## src/rtl/processor_debugger_pkg.sv

```systemverilog
// Shared definitions for the processor debugger: command letters, parser
// error codes, parser state encoding and small command-classification helpers.
package processor_debugger_pkg;

   // Command letters, shared with the main controller
   localparam logic [7:0] CMDCODE_ID = 8'h49;   // 'I'
   localparam logic [7:0] CMDCODE_AC = 8'h41;   // 'A'
   localparam logic [7:0] CMDCODE_NP = 8'h4E;   // 'N'
   localparam logic [7:0] CMDCODE_RR = 8'h52;   // 'R' target only
   localparam logic [7:0] CMDCODE_RW = 8'h57;   // 'W' target then data
   localparam logic [7:0] CMDCODE_SE = 8'h53;   // 'S'
   localparam logic [7:0] CMDCODE_BE = 8'h42;   // 'B'
   localparam logic [7:0] CMDCODE_SB = 8'h50;   // 'P' data only

   // Framing characters
   localparam logic [7:0] ASCII_LF    = 8'h0A;
   localparam logic [7:0] ASCII_CR    = 8'h0D;
   localparam logic [7:0] ASCII_SPACE = 8'h20;

   // Error reason codes
   localparam logic [2:0] ERR_NONE        = 3'd0;
   localparam logic [2:0] ERR_UNKNOWN_CMD = 3'd1;
   localparam logic [2:0] ERR_SYNTAX      = 3'd2;
   localparam logic [2:0] ERR_OVERFLOW    = 3'd3;
   localparam logic [2:0] ERR_OVERRUN     = 3'd4;
   localparam logic [2:0] ERR_TIMEOUT     = 3'd5;

   // Maximum hex digits per argument field
   localparam logic [1:0] TGT_MAX_DIGITS = 2'd2;
   localparam logic [3:0] DAT_MAX_DIGITS = 4'd8;

   // Parser state encoding
   typedef enum logic [2:0] {
      ST_IDLE    = 3'd0,
      ST_SEP     = 3'd1,
      ST_TGT     = 3'd2,
      ST_DAT     = 3'd3,
      ST_EOL     = 3'd4,
      ST_ISSUE   = 3'd5,
      ST_DISCARD = 3'd6
   } parser_state_e;

   // True for any letter the debugger understands
   function automatic logic is_known_cmd(input logic [7:0] c);
      return (c == CMDCODE_ID) || (c == CMDCODE_AC) || (c == CMDCODE_NP) ||
             (c == CMDCODE_RR) || (c == CMDCODE_RW) || (c == CMDCODE_SE) ||
             (c == CMDCODE_BE) || (c == CMDCODE_SB);
   endfunction

   // True for letters followed by at least one argument
   function automatic logic cmd_has_args(input logic [7:0] c);
      return (c == CMDCODE_RR) || (c == CMDCODE_RW) || (c == CMDCODE_SB);
   endfunction

   // True for letters whose first argument is a register target
   function automatic logic cmd_has_target(input logic [7:0] c);
      return (c == CMDCODE_RR) || (c == CMDCODE_RW);
   endfunction

endpackage

```

## src/rtl/processor_debugger_hex_decoder.sv

```systemverilog
// Combinational ASCII hex digit to nibble converter with a valid flag.
module processor_debugger_hex_decoder (
   input  logic [7:0] ascii_i,
   output logic [3:0] nibble_o,
   output logic       valid_o
);

   // Map '0'-'9', 'A'-'F', 'a'-'f' onto their nibble; anything else is invalid
   always_comb begin
      nibble_o = 4'h0;
      valid_o  = 1'b0;
      if ((ascii_i >= 8'h30) && (ascii_i <= 8'h39)) begin
         nibble_o = ascii_i[3:0];
         valid_o  = 1'b1;
      end else if (((ascii_i >= 8'h41) && (ascii_i <= 8'h46)) ||
                   ((ascii_i >= 8'h61) && (ascii_i <= 8'h66))) begin
         nibble_o = ascii_i[3:0] + 4'd9;
         valid_o  = 1'b1;
      end
   end

endmodule

```

## src/rtl/processor_debugger_uart_command_parser.sv

```systemverilog
// Line-framed debug command parser: turns UART bytes into validated commands
// presented over a req/busy handshake, or a one-cycle error pulse with reason.
module processor_debugger_uart_command_parser
   import processor_debugger_pkg::*;
#(
   parameter int                     P_TIMEOUT_W      = 24,
   parameter logic [P_TIMEOUT_W-1:0] P_TIMEOUT_CYCLES = 24'd1000000
) (
   input  logic        iCLOCK,
   input  logic        inRESET,
   input  logic        iRX_VALID,
   input  logic [7:0]  iRX_DATA,
   output logic        oCMD_REQ,
   input  logic        iCMD_BUSY,
   output logic [7:0]  oCMD_CODE,
   output logic [7:0]  oCMD_TARGET,
   output logic [31:0] oCMD_DATA,
   output logic        oERROR,
   output logic [2:0]  oERROR_CODE
);

   parser_state_e          state_q, state_d;
   logic [7:0]             code_q, code_d;
   logic [7:0]             target_q, target_d;
   logic [31:0]            data_q, data_d;
   logic [1:0]             tgt_cnt_q, tgt_cnt_d;
   logic [3:0]             dat_cnt_q, dat_cnt_d;
   logic [P_TIMEOUT_W-1:0] timer_q, timer_d;
   logic                   err_q, err_d;
   logic [2:0]             err_code_q, err_code_d;

   logic                   rx_is_hex;
   logic [3:0]             rx_nibble;
   logic                   byte_ev;
   logic                   is_lf;
   logic                   is_space;
   logic                   frame_active;
   logic [P_TIMEOUT_W-1:0] timer_inc;
   parser_state_e          err_state;

   processor_debugger_hex_decoder u_hex_decoder (
      .ascii_i  (iRX_DATA),
      .nibble_o (rx_nibble),
      .valid_o  (rx_is_hex)
   );

   // CR is invisible to the grammar; an error on LF already ends the line
   assign byte_ev      = iRX_VALID && (iRX_DATA != ASCII_CR);
   assign is_lf        = (iRX_DATA == ASCII_LF);
   assign is_space     = (iRX_DATA == ASCII_SPACE);
   assign frame_active = (state_q == ST_SEP) || (state_q == ST_TGT) ||
                         (state_q == ST_DAT) || (state_q == ST_EOL);
   assign timer_inc    = timer_q + 1'b1;
   assign err_state    = is_lf ? ST_IDLE : ST_DISCARD;

   // Next-state, field accumulation, timeout and error generation
   always_comb begin
      state_d    = state_q;
      code_d     = code_q;
      target_d   = target_q;
      data_d     = data_q;
      tgt_cnt_d  = tgt_cnt_q;
      dat_cnt_d  = dat_cnt_q;
      timer_d    = '0;
      err_d      = 1'b0;
      err_code_d = ERR_NONE;

      if (frame_active && !iRX_VALID && (P_TIMEOUT_CYCLES != '0)) begin
         if (timer_inc == P_TIMEOUT_CYCLES) begin
            err_d      = 1'b1;
            err_code_d = ERR_TIMEOUT;
            state_d    = ST_IDLE;
         end else begin
            timer_d = timer_inc;
         end
      end

      case (state_q)
         ST_IDLE: begin
            if (byte_ev && !is_lf && !is_space) begin
               if (is_known_cmd(iRX_DATA)) begin
                  code_d    = iRX_DATA;
                  target_d  = '0;
                  data_d    = '0;
                  tgt_cnt_d = '0;
                  dat_cnt_d = '0;
                  state_d   = cmd_has_args(iRX_DATA) ? ST_SEP : ST_EOL;
               end else begin
                  err_d      = 1'b1;
                  err_code_d = ERR_UNKNOWN_CMD;
                  state_d    = err_state;
               end
            end
         end

         ST_SEP: begin
            if (byte_ev) begin
               if (is_space) begin
                  state_d = cmd_has_target(code_q) ? ST_TGT : ST_DAT;
               end else begin
                  err_d      = 1'b1;
                  err_code_d = ERR_SYNTAX;
                  state_d    = err_state;
               end
            end
         end

         ST_TGT: begin
            if (byte_ev) begin
               if (rx_is_hex) begin
                  if (tgt_cnt_q == TGT_MAX_DIGITS) begin
                     err_d      = 1'b1;
                     err_code_d = ERR_OVERFLOW;
                     state_d    = err_state;
                  end else begin
                     target_d  = {target_q[3:0], rx_nibble};
                     tgt_cnt_d = tgt_cnt_q + 2'd1;
                  end
               end else if (is_space && (code_q == CMDCODE_RW) && (tgt_cnt_q != '0)) begin
                  state_d = ST_DAT;
               end else if (is_lf && (code_q == CMDCODE_RR) && (tgt_cnt_q != '0)) begin
                  state_d = ST_ISSUE;
               end else begin
                  err_d      = 1'b1;
                  err_code_d = ERR_SYNTAX;
                  state_d    = err_state;
               end
            end
         end

         ST_DAT: begin
            if (byte_ev) begin
               if (rx_is_hex) begin
                  if (dat_cnt_q == DAT_MAX_DIGITS) begin
                     err_d      = 1'b1;
                     err_code_d = ERR_OVERFLOW;
                     state_d    = err_state;
                  end else begin
                     data_d    = {data_q[27:0], rx_nibble};
                     dat_cnt_d = dat_cnt_q + 4'd1;
                  end
               end else if (is_lf && (dat_cnt_q != '0)) begin
                  state_d = ST_ISSUE;
               end else begin
                  err_d      = 1'b1;
                  err_code_d = ERR_SYNTAX;
                  state_d    = err_state;
               end
            end
         end

         ST_EOL: begin
            if (byte_ev) begin
               if (is_lf) begin
                  state_d = ST_ISSUE;
               end else begin
                  err_d      = 1'b1;
                  err_code_d = ERR_SYNTAX;
                  state_d    = err_state;
               end
            end
         end

         ST_ISSUE: begin
            if (!iCMD_BUSY) begin
               state_d = ST_IDLE;
            end
            if (byte_ev) begin
               err_d      = 1'b1;
               err_code_d = ERR_OVERRUN;
            end
         end

         ST_DISCARD: begin
            if (byte_ev && is_lf) begin
               state_d = ST_IDLE;
            end
         end

         default: begin
            state_d = ST_IDLE;
         end
      endcase
   end

   // State and datapath registers
   always_ff @(posedge iCLOCK or negedge inRESET) begin
      if (!inRESET) begin
         state_q    <= ST_IDLE;
         code_q     <= '0;
         target_q   <= '0;
         data_q     <= '0;
         tgt_cnt_q  <= '0;
         dat_cnt_q  <= '0;
         timer_q    <= '0;
         err_q      <= 1'b0;
         err_code_q <= ERR_NONE;
      end else begin
         state_q    <= state_d;
         code_q     <= code_d;
         target_q   <= target_d;
         data_q     <= data_d;
         tgt_cnt_q  <= tgt_cnt_d;
         dat_cnt_q  <= dat_cnt_d;
         timer_q    <= timer_d;
         err_q      <= err_d;
         err_code_q <= err_code_d;
      end
   end

   assign oCMD_REQ    = (state_q == ST_ISSUE);
   assign oCMD_CODE   = code_q;
   assign oCMD_TARGET = target_q;
   assign oCMD_DATA   = data_q;
   assign oERROR      = err_q;
   assign oERROR_CODE = err_code_q;

endmodule

```

## config.mk

```make
export PLATFORM = sky130hd
export DESIGN_NAME = processor_debugger_uart_command_parser
export DESIGN_NICKNAME = d
export VERILOG_FILES = /design/src/rtl/processor_debugger_pkg.sv /design/src/rtl/processor_debugger_hex_decoder.sv /design/src/rtl/processor_debugger_uart_command_parser.sv
export SDC_FILE = /design/constraint.sdc
export NUM_CORES = 1
export LEC_CHECK = 0
export ABC_AREA = 1
export BUFFER_PORTS_ARGS = -buffer_cell sky130_fd_sc_hd__buf_2
export CORE_MARGIN = 2
export CORE_UTILIZATION = 28
export DETAILED_ROUTE_END_ITERATION = 8
export PLACE_DENSITY = 0.52
export SLEW_MARGIN = 20
export SYNTH_ARGS = -nofsm -noshare
export SYNTH_HDL_FRONTEND = slang
export SYNTH_SLANG_ARGS = --single-unit
```

## constraint.sdc

```tcl
create_clock -name iCLOCK -period 2.7 [get_ports iCLOCK]
set_input_delay 0.675 -clock iCLOCK [delete_from_list [all_inputs] [get_ports iCLOCK]]
set_output_delay 0.675 -clock iCLOCK [all_outputs]
set_load 0.05 [all_outputs]
```

==> Word-level counts from Yosys, hierarchy flattened <==
Cells that the tools add are included.
{ "word_totals": {"register_bits": 85, "input_bits": 12} }
{ "classes": {"magnitude_cmp": 6, "add_sub_neg": 4, "mux": 91, "eq_ne": 30, "n_reduce_logical": 38} }
{ "ops": {"columns": ["operator", "count"], "rows": [
  ["$mux W32", 5],
  ["$mux W3", 39],
  ["$eq A8 B7 Y1 const B", 10],
  ["$pmux W32 S2", 1],
  ["$mux W24", 2],
  ["$mux W8", 5],
  ["$mux W4", 7],
  ["$add A24 B1 Y24 const B", 1],
  ["$eq A24 B20 Y1 const B", 1],
  ["$mux W1", 21],
  ["$pmux W3 S7", 1],
  ["$pmux W3 S6", 1],
  ["$ge A8 B7 Y1 const B", 2],
  ["$le A8 B7 Y1 const B", 2],
  ["$ne A2 B2 Y1 const B", 8],
  ["$pmux W8 S2", 1],
  ["$logic_or A1 B1 Y1", 14],
  ["$logic_and A1 B1 Y1", 13],
  ["$reduce_and A6 Y1", 2],
  ["$mux W2", 5],
  ["$eq A3 B3 Y1 const B", 3],
  ["$eq A8 B4 Y1 const B", 1],
  ["$eq A8 B6 Y1 const B", 1],
  ["$ge A8 B6 Y1 const B", 1],
  ["other kinds (17)", 22]
]} }

==> Depth between registers and ports, before layout <==
Gate-level depths: netlist (run 1).
{ "logic_depth": {"word_depth": 11, "ltp_mapped": 18, "ltp_nobuf": 18} }

==> Hierarchy <==
Synthesis (run 1) repeated with hierarchy kept, for this count alone.
{ "unflattened": {"cells_unflattened": 650, "area_unflattened_um2": 4798.4} }
{ "modules_own_cells": {"columns": ["mod", "n_inst", "cells_per_inst", "seq_area_each_um2", "area_each_um2"], "rows": [
  ["processor_debugger_uart_command_parser", 1, 617, 2127.0, 4623.2],
  ["processor_debugger_hex_decoder", 1, 33, 0.0, 175.2]
]} }

==> Worst setup path after synthesis (run 1) <==
No wires, ideal clock.
{ "synth_timing": {"path_kind": "register to output", "from": "reg state_q[1]", "to": "out oCMD_REQ", "t_required_ns": 2.025, "slack_ns": 0.292, "path_stages_with_launch": 3, "arrival_ns": 1.733, "path_cell_list": "dfrtp_1 buf_2 nor3_1"} }
{ "synth_via": {"elab_chain_len": 1} }
{ "synth_rtl": {"columns": ["item", "line", "rtl"], "rows": [
  ["from (decl)", "processor_debugger_uart_command_parser.sv:22", "parser_state_e state_q, state_d;"],
  ["from (signal assigned)", "processor_debugger_uart_command_parser.sv:199", "state_q <= state_d;"],
  ["$eq A3 B3 Y1", "processor_debugger_uart_command_parser.sv:211", "assign oCMD_REQ = (state_q == ST_ISSUE);"],
  ["to (decl)", "processor_debugger_uart_command_parser.sv:13", "output logic oCMD_REQ,"]
]} }
Every way passes these cells.

==> Final worst setup path (run 1) <==
{ "layout_timing": {"from": "reg state_q[0]", "to": "out oCMD_REQ"} }
Same word-level chain as after synthesis.

==> results.md, run 1 <==
* Via-to-Cell Ratio at between 4 and 5
* H-tree depth at 3
* Status: finished, final reports clean
* Syn_area_per_cell at roughly 8 µm²
* Routed Antenna Nets at 0
* Synth warnings at 0
* Post-synth cell types at 40
* Die footprint at 0.0179 mm²
* Resized Gates After CTS at 0
* Clock power frac at 0.217
* Clock latency at the later pin of the worst-skew pair at 350 ps
* IO buf count at 64
* Setup TNS at 0 ps
* Area grow syn2layout at 20.0%
* Combinational Power Share at 0.443
* Final setup fails at 0
* Crit-path leading delay family: buffers and inverters
* Final HPWL DP at approximately 8.9 mm
* NetSw at 2.60 mW
* Leading post-synthesis cells by instance count: nand2_1 (142), inv_1 (97), dfrtp_1 (85)
* Largest family of logic cells by synthesized area: simple AND/OR/NAND/NOR gates
* Drc violations at 0
* Sequential share of the synthesized area at 0.451
* DIE HEIGHT at 134 µm
* EDFF count, synth at 0
* CTS max path bufs at 2
* Via count at 4050
* Share of the synthesized area in the top cell type at 0.451
* TritonCTS buffer count at 9
* Synth Area in XOR/XNOR at 0.00557
* CP Cell Sequence: inv_1 > nor3_1 > buf_2
* Iteration-0 DRC Markers at 204
* Post-synth design cell area at 0.00472 mm²
* Fin nets at 704
* Pre-CTS WS at -34.7 ps
* Total gr overflow at 0
* RD Place Congestion at 0.845
* Root Buffer: clkbuf_16
* Vias in the first global route at 3993
* Count leader, synth: nand2_1
* WP data required at between 2000 and 2500 ps
* Power per cell area at 966 mW/mm²
* Syn Inst Count at ~600
* Main synth FF type: dfrtp_1
* Sw frac at 0.476
* Final Max Slew Viols at 0
* FF+latch count, synth at 85
* WL/cell at 13.0 µm
* Fmax at 422 MHz
* # hold bufs at CTS at 0
* Mux share of post-synthesis cell area at 0
* Leakage at approximately 2.8 nW
* CP Max Fanout at 6
* Post-CTS setup repair buffer count at 0
* Least-Margin Pin Slew at 566 ps
* N_diodes at 0
* Final Cycle Share at 0.877
* Total routed wirelength at 11.8 mm
* Max-Cap Viols at 0
* Rows at between 40 and 50
* All-Layer GR Usage at 0.141
* Clock-pin slew on the worst setup and hold paths at 60 ps
* Total core area at 0.0165 mm²
* Internal at ~2.9 mW
* Minimum clock period after layout at 2370 ps
* CP bufs+invs at 2
* DRT Pass-1 Iters at 4
* Synth async-reset ratio at 1.00
* Smallest setup slack after layout at roughly 330 ps
* Element type at the critical path start: flip-flop
* Leading area contributor after synthesis: dfrtp_1
* Die W at 134 µm
* Layout cell share with drive strength beyond 1 at 0.211
* Max Clock Skew at 8.52 ps
* Syn nets at 625
* Adder-Cell Fraction of Synth Area at 0.0239
* RSZ-0062 raised after global routing: no
* Slew HR at 0.623
* Crit-path slowest cell: dfrtp_1
* Ranking of synthesized cells by area: dfrtp_1 (45%), nand2_1 (11%), inv_1 (7.7%), nor2_1 (4.5%), nand3_1 (3.2%)
* Setup Crit Path Kind: flip-flop to primary output
* VDD IR max at 0.885 mV
* First-pass GRT wire length at around 20 mm
* I/O Pins at 65
* Crit path largest cell delay at ~480 ps
* Largest net degree at the start of global routing at 46
* Initial antenna violation count at 0
* Hold Crit Class: input pin to asynchronous set/reset pin
* CTS tree: done
* Final hold vios at 0
* Simple-gate area share of the yosys netlist at 0.283
* Initial Util at 0.285
* Critical path arrival at 1690 ps
* Setup crit end kind: primary output
* Compound-Gate Fraction of Synth Area at 0.138
* Sequential share of power at 0.340
* Overall Power at 5.46 mW
* CTS sink count at 85
## final timing paths
| kind | start | slack (ps) | endpoint | cells past startpoint |
|---|---|---|---|---|
| worst max-delay path | state_q[0] | 330 | oCMD_REQ | 3 |
| worst min-delay path | inRESET | 320 | oCMD_DATA[9] | 1 |
| worst max register to register | timer_q[0] | 380 | state_q[0] | 14 |
| worst min register to register | oCMD_DATA[30] | 490 | oCMD_DATA[30] | 2 |
| max in group asynchronous | inRESET | 1720 | timer_q[22] | 2 |
| min in group iCLOCK | oCMD_DATA[30] | 490 | oCMD_DATA[30] | 2 |
## power by group through the flow
stage               registers, mW  clock network [mW]  logic (mW)
floorplan                    2.82                   0       0.845
global placement             1.89                   0        2.44
detailed placement           1.86                   0        2.45
CTS                          1.86                1.23        2.45
global route                 1.91                1.30        2.62
finish                       1.86                1.19        2.42
## registers in the layout (all words and copies together) (netlist names)
signal and cells:
oERROR 1, timer_q 24, tgt_cnt_q 2, oCMD_TARGET 8, oCMD_DATA 32, dat_cnt_q 4
oERROR_CODE 3, oCMD_CODE 8, state_q 3
## routing by layer
metal  vias up  GRT usage  share of wire
met1      1855      0.188           0.49
met4         0     0.0396          0.011
li1       2115          -              -
met3         9     0.0412          0.046
met5         -          0              0
met2        71      0.222           0.46
## per-stage QoR
step / hold WS [ps] / cells / area, µm² / utilization
after global routing: 357 / 908 / 5660 / 0.342
final: 324 / 908 / 5660 / 0.342
after CTS: 337 / 908 / 5660 / 0.342
after global placement: 472 / 892 / 5370 / 0.325
after detailed placement: 481 / 892 / 5370 / 0.325
after floorplan: 379 / 604 / 4720 / -
## cells in the final DEF (no fill, tap or decap), types with 9 or more instances in the layout
master	netlist	layout
inv_2	9	9
nor3_1	10	10
inv_1	97	97
nand3_1	30	30
dfrtp_1	85	85
o22ai_2	10	10
a21oi_1	22	22
nand2_2	11	11
buf_2	6	63
clkbuf_16	0	9
ha_1	9	9
o22ai_1	24	24
buf_4	1	15
o21ai_0	25	25
nand2_1	142	142
nor2_1	57	57
nand4_1	12	12
## cell type report
type | count | area [µm²]
clock buffers | 11 | 243
flip-flops and latches | 85 | 2130
multi-input cells | 402 | 2120
fillers | 1750 | 10900
repair buffers | 79 | 448
clock inverters | 5 | 42.5
inverters | 106 | 398
well taps | 220 | 275
## cells by family (layout without fill, tap and decap cells)
family	after synthesis	count (layout)
AO/OA/AOI/OAI	100	100
XOR/XNOR	3	3
adder cells (fa/ha/maj)	9	9
buffers and inverters	117	201
flip-flops	85	85
AND/OR/NAND/NOR	290	290
## worst register-to-register path: stages (launching register included)
cell and delay [ps]:
dfrtp_1 410, ha_1 230, nand2_2 110, nor2_8 150, nand2_2 100, o21bai_1 160, nand2_1 80, nor2_1 100
nand2_1 80, nor3_2 230, nand3_4 190, nand2_2 120, o21ai_0 80, nand2_1 80, nand3_1 80
Power figures use the tool's default switching activity.
==> run 2, diff against run 1 <==
--- a/config.mk
+++ b/config.mk
@@ -10,7 +10,7 @@
 export CORE_MARGIN = 2
 export CORE_UTILIZATION = 28
 export DETAILED_ROUTE_END_ITERATION = 8
-export PLACE_DENSITY = 0.52
+export PLACE_DENSITY_LB_ADDON = 0.15
 export SLEW_MARGIN = 20
 export SYNTH_ARGS = -nofsm -noshare
 export SYNTH_HDL_FRONTEND = slang
==> results.md, run 2 (synthesis results as in run 1) <==
* IO buf count at 64 (unchanged)
* Crit path largest cell delay at 480 ps (about the same)
* RSZ-0062 raised after global routing: no (unchanged)
* Resized Gates After CTS at 0 (unchanged)
* H-tree depth at 3 (unchanged)
* Post-CTS setup repair buffer count at 0 (unchanged)
* DRT Pass-1 Iters at 5 (was 4)
* Most common cell after layout, fill and taps aside: nand2_1 (unchanged)
* Drc violations at 0 (unchanged)
* Status: finished, final reports clean (unchanged)
* Final Max Slew Viols at 0 (unchanged)
* Max-Cap Viols at 0 (unchanged)
* Total core area at 0.0165 mm² (unchanged)
* Root Buffer: clkbuf_16 (unchanged)
* Final Cycle Share at 0.884 (was 0.877)
* Setup TNS at 0 ps (unchanged)
* Crit-path leading delay family: flip-flops (was buffers and inverters)
* RD Place Congestion at 0.900 (was 0.845)
* Rows at 47 (unchanged)
* Via count at 4128 (was 4050)
* Minimum clock period after layout at 2390 ps (was 2370 ps)
* Setup Crit Path Kind: flip-flop to primary output (unchanged)
* Hold Slack at 314 ps (was 324 ps)
* Leakage at 2.80 nW (was 2.76 nW)
* Hold Crit Class: input pin to asynchronous set/reset pin (unchanged)
* Crit-path slowest cell: dfrtp_1 (unchanged)
* Final setup fails at 0 (unchanged)
* CTS sink count at 85 (unchanged)
* VDD IR max at 0.658 mV (was 0.885 mV)
* First-pass GRT wire length at 20.7 mm (was 20.0 mm)
* CP Max Fanout at 7 (was 6)
* Fillers at 1773 (was 1750)
* Iteration-0 DRC Markers at 172 (was 204)
* Power per cell area at 975 mW/mm² (was 966 mW/mm²)
* Total routed wirelength at 12.4 mm (was 11.8 mm)
* I/O Pins at 65 (unchanged)
* DIE HEIGHT at 134 µm (unchanged)
* # hold bufs at CTS at 0 (unchanged)
* Largest net degree at the start of global routing at 41 (was 46)
* Die footprint at 0.0179 mm² (unchanged)
* Vias in the first global route at 4136 (was 3993)
* CTS max path bufs at 2 (unchanged)
* Via-to-Cell Ratio at 4.53 (was 4.46)
* Clock-pin slew on the worst setup and hold paths at 70 ps (was 60 ps)
* Critical path arrival at 1710 ps (was 1690 ps)
* Initial Util at 0.285 (unchanged)
* CTS tree: done (unchanged)
* Die W at 134 µm (unchanged)
* Max reg flops at 32 (unchanged)
* Slew HR at 0.610 (was 0.623)
* WL/cell at 13.6 µm (was 13.0 µm)
* Flop-to-flop setup slack at 380 ps (about the same)
* Sequential Area at 0.00213 mm² (unchanged)
* CP Cell Sequence: inv_1 > nor3_1 > buf_2 (unchanged)
* Setup crit end kind: primary output (unchanged)
* Element type at the critical path start: flip-flop (unchanged)
* Final hold vios at 0 (unchanged)
* CP bufs+invs at 2 (unchanged)
* All-Layer GR Usage at 0.144 (was 0.141)
* Fin nets at 707 (was 704)
* Total gr overflow at 0 (unchanged)
* Layout cell share with drive strength beyond 1 at 0.216 (was 0.211)
* Max Clock Skew at 9.78 ps (was 8.52 ps)
* N_diodes at 0 (unchanged)
* TritonCTS buffer count at 9 (unchanged)
* Routed Antenna Nets at 0 (unchanged)
* Clock latency at the later pin of the worst-skew pair at 350 ps (about the same)
* Most frequent cells in the layout: nand2_1 (142), inv_1 (97), dfrtp_1 (85), buf_2 (63), nor2_1 (57) (unchanged)
* Initial antenna violation count at 0 (unchanged)
* Area of the multi-input gates at 0.00212 mm² (unchanged)
* Area grow syn2layout at 21.3% (was 20.0%)
* Fmax at 419 MHz (was 422 MHz)
* Least-Margin Pin Slew at 584 ps (was 566 ps)
* Final HPWL DP at 9.47 mm (was 8.94 mm)
* WP data required at 2030 ps (about the same)
run 2: cell type report:
cell class              count  area share
clock inverters             7      0.0155
repair buffers             82      0.0844
flip-flops and latches     85       0.372
clock buffers               9      0.0394
inverters                 106      0.0696
multi-input cells         402       0.371
well taps                 220      0.0481
run 2: final timing paths:
path | endpoint | cells past startpoint | from
setup / recovery | oCMD_REQ | 3 | state_q[2]
hold / removal | timer_q[12] | 1 | inRESET
setup reg to reg | state_q[2] | 18 | timer_q[0]
hold reg to reg | oCMD_DATA[30] | 2 | oCMD_DATA[30]
max in group asynchronous | state_q[0] | 2 | inRESET
min in group iCLOCK | oCMD_DATA[30] | 2 | oCMD_DATA[30]
run 2: metal layers:
layer  part of all wire  vias up  global-route usage
li1                   -     2118                   -
met1               0.48     1926               0.187
met2               0.47       72               0.239
met3              0.041       12              0.0359
met4              0.012        0              0.0420
met5                  0        -                   0
run 2: per-stage QoR:
step | power [mW] | instances | cell area [µm²] | setup slack [ps] | utilization
after floorplan | 3.67 | 604 | 4720 | 292 | -
after global placement | 4.34 | 895 | 5410 | 74.6 | 0.327
final | 5.58 | 911 | 5720 | 314 | 0.346
after detailed placement | 4.35 | 895 | 5410 | 32.4 | 0.327
after CTS | 5.66 | 911 | 5720 | 291 | 0.346
after global routing | 5.93 | 911 | 5720 | 119 | 0.346
run 2: report_power, final:
part / total (mW) / internal [mW] / switching [mW]
registers: 1.85 / 1.62 / 0.238
logic: 2.45 / 0.606 / 1.85
clock network: 1.27 / 0.666 / 0.607
total: 5.58 / 2.89 / 2.69
